$ cat src/rtl/push_ingress_arbiter.sv
// push_ingress_arbiter: round-robin push arbiter with per-tree occupancy limits and global stall.
// Define PUSH_ARB_STATS_EN to add the o_push_cnt / o_stall_cnt statistics ports.
module push_ingress_arbiter #(
    parameter int PTW = 16,
    parameter int MTW = 0,
    parameter int TREE_NUM = 4,
    parameter int PORT_NUM = 4,
    parameter int TREE_CAP = 15,
    localparam int TREE_NUM_BITS = $clog2(TREE_NUM),
    localparam int OCC_W = $clog2(TREE_CAP + 1),
    localparam int DW = MTW + PTW,
    localparam int PW = $clog2(PORT_NUM)
) (
    input  logic                              i_clk,
    input  logic                              i_arst,
    input  logic [PORT_NUM-1:0]               i_in_valid,
    output logic [PORT_NUM-1:0]               o_in_ready,
    input  logic [PORT_NUM*TREE_NUM_BITS-1:0] i_in_tree_id,
    input  logic [PORT_NUM*DW-1:0]            i_in_data,
    output logic                              o_push,
    output logic [TREE_NUM_BITS-1:0]          o_push_tree_id,
    output logic [DW-1:0]                     o_push_data,
    input  logic                              i_task_fifo_full,
    input  logic                              i_pop_done,
    input  logic [TREE_NUM_BITS-1:0]          i_pop_tree_id,
    output logic [TREE_NUM-1:0]               o_tree_full,
    output logic                              o_occ_err
`ifdef PUSH_ARB_STATS_EN
    ,
    output logic [31:0]                       o_push_cnt,
    output logic [31:0]                       o_stall_cnt
`endif
);
    logic [PW-1:0]            rr_ptr;
    logic [PW-1:0]            gnt_idx;
    logic                     grant;
    logic                     pop_err;
    logic [PORT_NUM-1:0]      elig;
    logic [TREE_NUM_BITS-1:0] gnt_tree;
    logic [DW-1:0]            gnt_data;
    logic [TREE_NUM_BITS-1:0] port_tree [PORT_NUM];
    logic [OCC_W-1:0]         occ       [TREE_NUM];
    logic [OCC_W-1:0]         occ_nxt   [TREE_NUM];
    genvar p;
    generate
        for (p = 0; p < PORT_NUM; p++) begin : g_port
            assign port_tree[p] = i_in_tree_id[p*TREE_NUM_BITS +: TREE_NUM_BITS];
            assign elig[p] = i_in_valid[p] && (occ[port_tree[p]] < OCC_W'(TREE_CAP))
                             && !i_task_fifo_full && !i_arst;
        end
    endgenerate
    // First eligible port at or after rr_ptr, wrapping around the port list
    always_comb begin
        grant = 1'b0;
        gnt_idx = '0;
        for (int k = 0; k < PORT_NUM; k++)
            if (!grant && elig[(int'(rr_ptr) + k) % PORT_NUM]) begin
                grant = 1'b1;
                gnt_idx = PW'((int'(rr_ptr) + k) % PORT_NUM);
            end
    end
    always_comb begin
        o_in_ready = '0;
        if (grant)
            o_in_ready[gnt_idx] = 1'b1;
    end
    assign gnt_tree = port_tree[gnt_idx];
    assign gnt_data = i_in_data[int'(gnt_idx)*DW +: DW];
    // Pops on an empty tree never decrement; they only raise the sticky error
    always_comb begin
        pop_err = i_pop_done && (occ[i_pop_tree_id] == '0);
        for (int t = 0; t < TREE_NUM; t++)
            occ_nxt[t] = occ[t]
                + OCC_W'(grant && (gnt_tree == TREE_NUM_BITS'(t)))
                - OCC_W'(i_pop_done && (i_pop_tree_id == TREE_NUM_BITS'(t)) && (occ[t] != '0));
    end
    always_ff @(posedge i_clk or posedge i_arst) begin
        if (i_arst) begin
            o_push <= 1'b0;
            o_push_tree_id <= '0;
            o_push_data <= '0;
            rr_ptr <= '0;
            o_tree_full <= '0;
            o_occ_err <= 1'b0;
            for (int t = 0; t < TREE_NUM; t++)
                occ[t] <= '0;
        end else begin
            o_push <= grant;
            if (grant) begin
                o_push_tree_id <= gnt_tree;
                o_push_data <= gnt_data;
                rr_ptr <= (gnt_idx == PW'(PORT_NUM - 1)) ? '0 : gnt_idx + 1'b1;
            end
            for (int t = 0; t < TREE_NUM; t++) begin
                occ[t] <= occ_nxt[t];
                o_tree_full[t] <= (occ_nxt[t] == OCC_W'(TREE_CAP));
            end
            if (pop_err)
                o_occ_err <= 1'b1;
        end
    end
`ifdef PUSH_ARB_STATS_EN
    always_ff @(posedge i_clk or posedge i_arst) begin
        if (i_arst) begin
            o_push_cnt <= '0;
            o_stall_cnt <= '0;
        end else begin
            o_push_cnt <= o_push_cnt + 32'(o_push);
            o_stall_cnt <= o_stall_cnt + 32'((|i_in_valid) && !grant);
        end
    end
`endif
endmodule

$ cat config.mk
export PLATFORM = sky130hd
export DESIGN_NAME = push_ingress_arbiter
export DESIGN_NICKNAME = d
export VERILOG_FILES = /design/src/rtl/push_ingress_arbiter.sv
export SDC_FILE = /design/constraint.sdc
export NUM_CORES = 1
export LEC_CHECK = 0
export BUFFER_PORTS_ARGS = -buffer_cell sky130_fd_sc_hd__buf_4
export CORE_MARGIN = 2
export CORE_UTILIZATION = 54
export CTS_CLUSTER_DIAMETER = 120
export DETAILED_ROUTE_END_ITERATION = 7
export GPL_TIMING_DRIVEN = 0
export PLACE_DENSITY = 0.87
export SLEW_MARGIN = 10
export SYNTH_ARGS = -nofsm -noshare
export SYNTH_HDL_FRONTEND = slang
export SYNTH_SLANG_ARGS = --single-unit
$ cat constraint.sdc
create_clock -name i_clk -period 8.3 [get_ports i_clk]
set_clock_uncertainty 0.1 [all_clocks]
set_input_delay 0.83 -clock i_clk [delete_from_list [all_inputs] [get_ports i_clk]]
set_output_delay 0.83 -clock i_clk [all_outputs]
set_load 0.01 [all_outputs]
## Word level (Yosys, flattened, before mapping)

Index checks and enable logic that the tools add are counted.

| operators by class | value |
|---|---|
| $add $sub $neg | 12 |
| order comparisons | 16 |
| equality and inequality tests | 11 |
| shifts and indexed selects | 1 |
| muxes and demuxes | 41 |
| bitwise gates (word level) | 9 |
| reductions and logical operators | 44 |

Operators with widths:

| operator | count |
|---|---|
| $shiftx 64x7->16 | 1 |
| $mux 4 | 11 |
| $bmux 4 s2 | 5 |
| $logic_and 1x1->1 | 29 |
| $ge 3x3->1 const B | 6 |
| $not 2->3 | 6 |
| $add 4x1->4 | 4 |
| $eq 4x4->1 const B | 4 |
| $lt 4x4->1 const B | 4 |
| $reduce_bool 4->1 | 4 |
| $sub 4x1->4 | 4 |
| $mux 2 | 7 |
| $lt 3x4->1 const B | 3 |
| $mux 1 | 12 |
| $eq 2x2->1 const B | 5 |
| $bmux 1 s2 | 4 |
| $lt 2x3->1 const B | 2 |
| $reduce_or 2->1 | 3 |
| $logic_not 1->1 | 5 |
| $add 2x1->2 const B | 2 |
| $add 2x2->2 const B | 2 |
| $bmux 2 s2 | 1 |
| $eq 2x1->1 const B | 2 |
| $logic_not 2->1 | 2 |
| 4 further kinds | 6 |

| word-level totals | value |
|---|---|
| flip-flop bits (word level) | 42 |
| output and inout port bits | 28 |

## Longest topological paths before layout

| logic depth | value |
|---|---|
| depth in word-level cells | 29 |
| mapped depth | 17 |

## Worst setup path after synthesis

No wires, ideal clock.

| timing path | value |
|---|---|
| path kind | input port to flip-flop |
| start | in i_in_tree_id[6] |
| end | reg o_tree_full[1] |
| setup time | 120 ps |
| arrival time | 3886 ps |
| data required time | 8080 ps |
| slack | 4194 ps |
| stages | 13 |
| path buffers | 1 |
| cells stage by stage | mux4_2 > and3_4 > a211o_1 > and2_4 > buf_6 > mux2_4 > o32a_1 > ha_1 > inv_1 > ha_1 > fa_1 > xor2_1 > and4_1 |

RTL lines:

| item | RTL line | RTL |
|---|---|---|
| from (decl) | 18 | `input logic [PORT_NUM*TREE_NUM_BITS-1:0] i_in_tree_id,` |
| to (signal, indexed assignment) | 96 | `o_tree_full[t] <= (occ_nxt[t] == OCC_W'(TREE_CAP));` |
| to (decl) | 26 | `output logic [TREE_NUM-1:0] o_tree_full,` |

==> results.tsv <==
metric	value	unit
routed_wl	7900	µm
syn_to_final_growth	35.0	%
post-place-ws	3.80	ns
yosysWarnings	0	
ys_types	47	
cts_max_level	2	
synth_nets	392	
cts-resized-gates	0	
io_pins	110	
drtPass1Iterations	4	
path_cells	buf_4 -> nor2_1 -> o311a_1 -> o211ai_1 -> a211o_1 -> and2_4 -> buf_6 -> mux2_4 -> o32a_1 -> ha_1 -> inv_1 -> ha_1 -> fa_1 -> xor2_1 -> and4_1	
worst_hold_startpoint	o_occ_err	
crit_path_max_incr_delay	0.39	ns
ys_seq_area_frac	0.359	
crit_family	compound AO/OA/AOI/OAI gates	
path_buf_inv	3	
hold_class	register to register	
syn_avg_cell_area	10.4	µm²
vias_per_cell	5.64	
wl_per_cell	16.8	µm
start_util	0.566	
hold_violations	0	
antenna_found_initial	0	
r2r_cells	14	
grt_usage	0.265	
holdPathStages	1	
status	complete, no violations	
criticalPathCategory	input pin to register	
final_nets	509	
final_antenna_net_count	0	
postCtsSetupRepairBufs	0	
clock-sinks	42	
top_usage_layer	met2	
grt_max_degree	24	
clockBufferDepth	2	
cts_buffers	5	
clockRootBuffer	clkbuf_8	
max_freq	0.238	GHz
setup_tns	0	ns
core_area	5170	µm²
fin_crit	4.20	ns
drive_gt1_frac	0.343	
ys_ff_latch	42	
vdd_drop_max	0.184	mV
dp_hpwl	6420	µm
r2r_setup_slack	4.13	ns
reg2reg_from	occ[13]	
gp_congestion	0.821	
end_kind	register	
cts-hold-fix-buffers	0	
cp_max_fo	9	
drv_slew	0	
setup_violations	0	
numPortBuffers	109	
drc	0	
leakagePower	1.96	nW
maxSlewHeadroom	0.648	
first_iter_violations	170	
start_kind	input pin	
power_density	267	nW/µm²
fp.dieW	77.6	µm
crit_arrival	4.29	ns
finalCritPeriodShare	0.506	
cap_violations	0	
power	1.05	mW
use_met1	0.341	
ys.flop_type	dfrtp_1	
gr-usage-met3	0.0384	
syn_area	2930	µm²
regArea	1050	µm²
fill_cells	360	
clk_pin_slew	0.08	ns
die_y	77.6	µm
diodes	0	
setup_slack	4.10	ns
grt_setup_unrepaired	no	
grt.overflow.total	0	
postSynthCellCount	282	
worst_pin_slew	0.529	ns
multi_input_area	1690	µm²
routed-via-count	2650	
hold_end	o_occ_err	
cts_tree	done	
die_area	6030	µm²
grt_pass1_wl	12700	µm
insertion_delay	0.29	ns
fp-row-count	26	
critPathSlowestCell	fa_1	
synth_edf_count	0	
cp.required	8.39	ns
r2r_end	o_tree_full[1]	
ys_async_sr_fraction	1.00	
grt_pass1_vias	2672	
crit_top_cell	ha_1	
use_met2	0.461	
[synth_stat cells, drive strengths merged, types with 3 or more instances]
master,n,area [µm²]
buf,9,58.8
xor2,6,52.6
fa,4,80.1
mux4,4,90.1
dfrtp,42,1050
nor4,5,37.5
ha,24,300
nand4,5,31.3
nor3,3,15.0
nand2,23,86.3
nand3,6,30.0
a21o,6,45.0
and2,6,40.0
a21oi,7,35.0
and4,8,70.1
o221ai,16,140
mux2i,34,340
inv,32,120
and3,6,42.5
nor2,7,26.3
[logic make-up (layout without fill, tap and decap cells)]
kind of cell / Yosys count / in the layout / synth area share
buffers and inverters: 43 / 161 / 0.0637
adder cells (fa/ha/maj): 28 / 28 / 0.130
AND/OR/NAND/NOR: 72 / 72 / 0.136
XOR/XNOR: 8 / 8 / 0.0239
AO/OA/AOI/OAI: 50 / 50 / 0.135
multiplexers: 39 / 39 / 0.152
flip-flops: 42 / 42 / 0.359
[worst reg2reg max path, cell delays in order (launching register included)]
cell     delay (ns)
dfrtp_1        0.49
and4_1         0.25
mux4_2         0.48
nor2_1         0.22
o221a_2        0.30
and2_4         0.16
buf_6          0.15
mux2_4         0.30
o32a_1         0.32
ha_1           0.28
inv_1          0.04
ha_1           0.20
fa_1           0.39
xor2_1         0.18
and4_1         0.20
[through the flow]
step / std cells / utilization / area (µm²) / hold WS [ns]
3_5_place_dp: 462 / 0.746 / 3860 / 0.349
5_1_grt: 470 / 0.764 / 3950 / 0.381
3_3_place_gp: 461 / 0.741 / 3830 / 0.344
2_1_floorplan: 282 / - / 2930 / 0.393
6_report: 470 / 0.764 / 3950 / 0.365
4_1_cts: 470 / 0.764 / 3950 / 0.367
[final cells by class]
cell class / count / area share
Inverter: 32 / 0.0304
Timing Repair Buffer: 110 / 0.214
Tap cell: 70 / 0.0222
Multi-Input combinational cell: 197 / 0.428
Buffer: 11 / 0.0168
Clock buffer: 7 / 0.0218
Clock inverter: 1 / 0.00127
Sequential cell: 42 / 0.266
[worst max-delay path by stage]
stage,from,to,cells past startpoint
after detailed placement,i_task_fifo_full,o_tree_full[1],15
after global placement,i_task_fifo_full,o_tree_full[1],15
after CTS,i_task_fifo_full,o_tree_full[1],15
after global routing,i_task_fifo_full,o_in_ready[2],12
after floorplan,i_in_tree_id[6],o_tree_full[1],13
final,i_task_fifo_full,o_tree_full[1],15
[routing by layer]
| layer | vias to the layer above | share of wire |
|---|---|---|
| met1 | 1276 | 0.41 |
| met4 | 0 | 0.020 |
| met3 | 12 | 0.044 |
| li1 | 1275 | - |
| met2 | 87 | 0.53 |
| met5 | - | 0 |
[registers in the layout, summed over array words and instances, names as in the netlist]
name	flops
o_push_data	16
occ	16
o_tree_full	4
o_push_tree_id	2
rr_ptr	2
o_occ_err	1
o_push	1
[report_power, final]
part / internal (mW) / leakage, nW / switching [mW]
clock: 0.0671 / 0.0482 / 0.0672
combinational: 0.265 / 1.41 / 0.280
sequential: 0.296 / 0.503 / 0.0791
total: 0.628 / 1.96 / 0.427
[cell usage in the layout, fill, tap and decap left out, types with 3 or more instances in the layout]
| cell | Yosys | layout |
|---|---|---|
| and4_1 | 8 | 8 |
| fa_1 | 4 | 4 |
| and2_1 | 5 | 5 |
| clkbuf_8 | 0 | 6 |
| inv_1 | 32 | 31 |
| xor2_1 | 6 | 6 |
| nand2_1 | 23 | 23 |
| o221ai_1 | 16 | 16 |
| nand4_1 | 5 | 5 |
| clkbuf_1 | 2 | 3 |
| mux4_2 | 4 | 4 |
| buf_2 | 5 | 5 |
| ha_1 | 24 | 24 |
| and3_1 | 5 | 5 |
| dfrtp_1 | 42 | 42 |
| nor2_1 | 7 | 7 |
| buf_4 | 3 | 112 |
| nand3_1 | 6 | 6 |
| nor3_1 | 3 | 3 |
| nor4_1 | 4 | 4 |
| a21o_1 | 6 | 6 |
| mux2i_1 | 34 | 34 |
| a21oi_1 | 7 | 7 |
(Power assumes the default switching activity.)
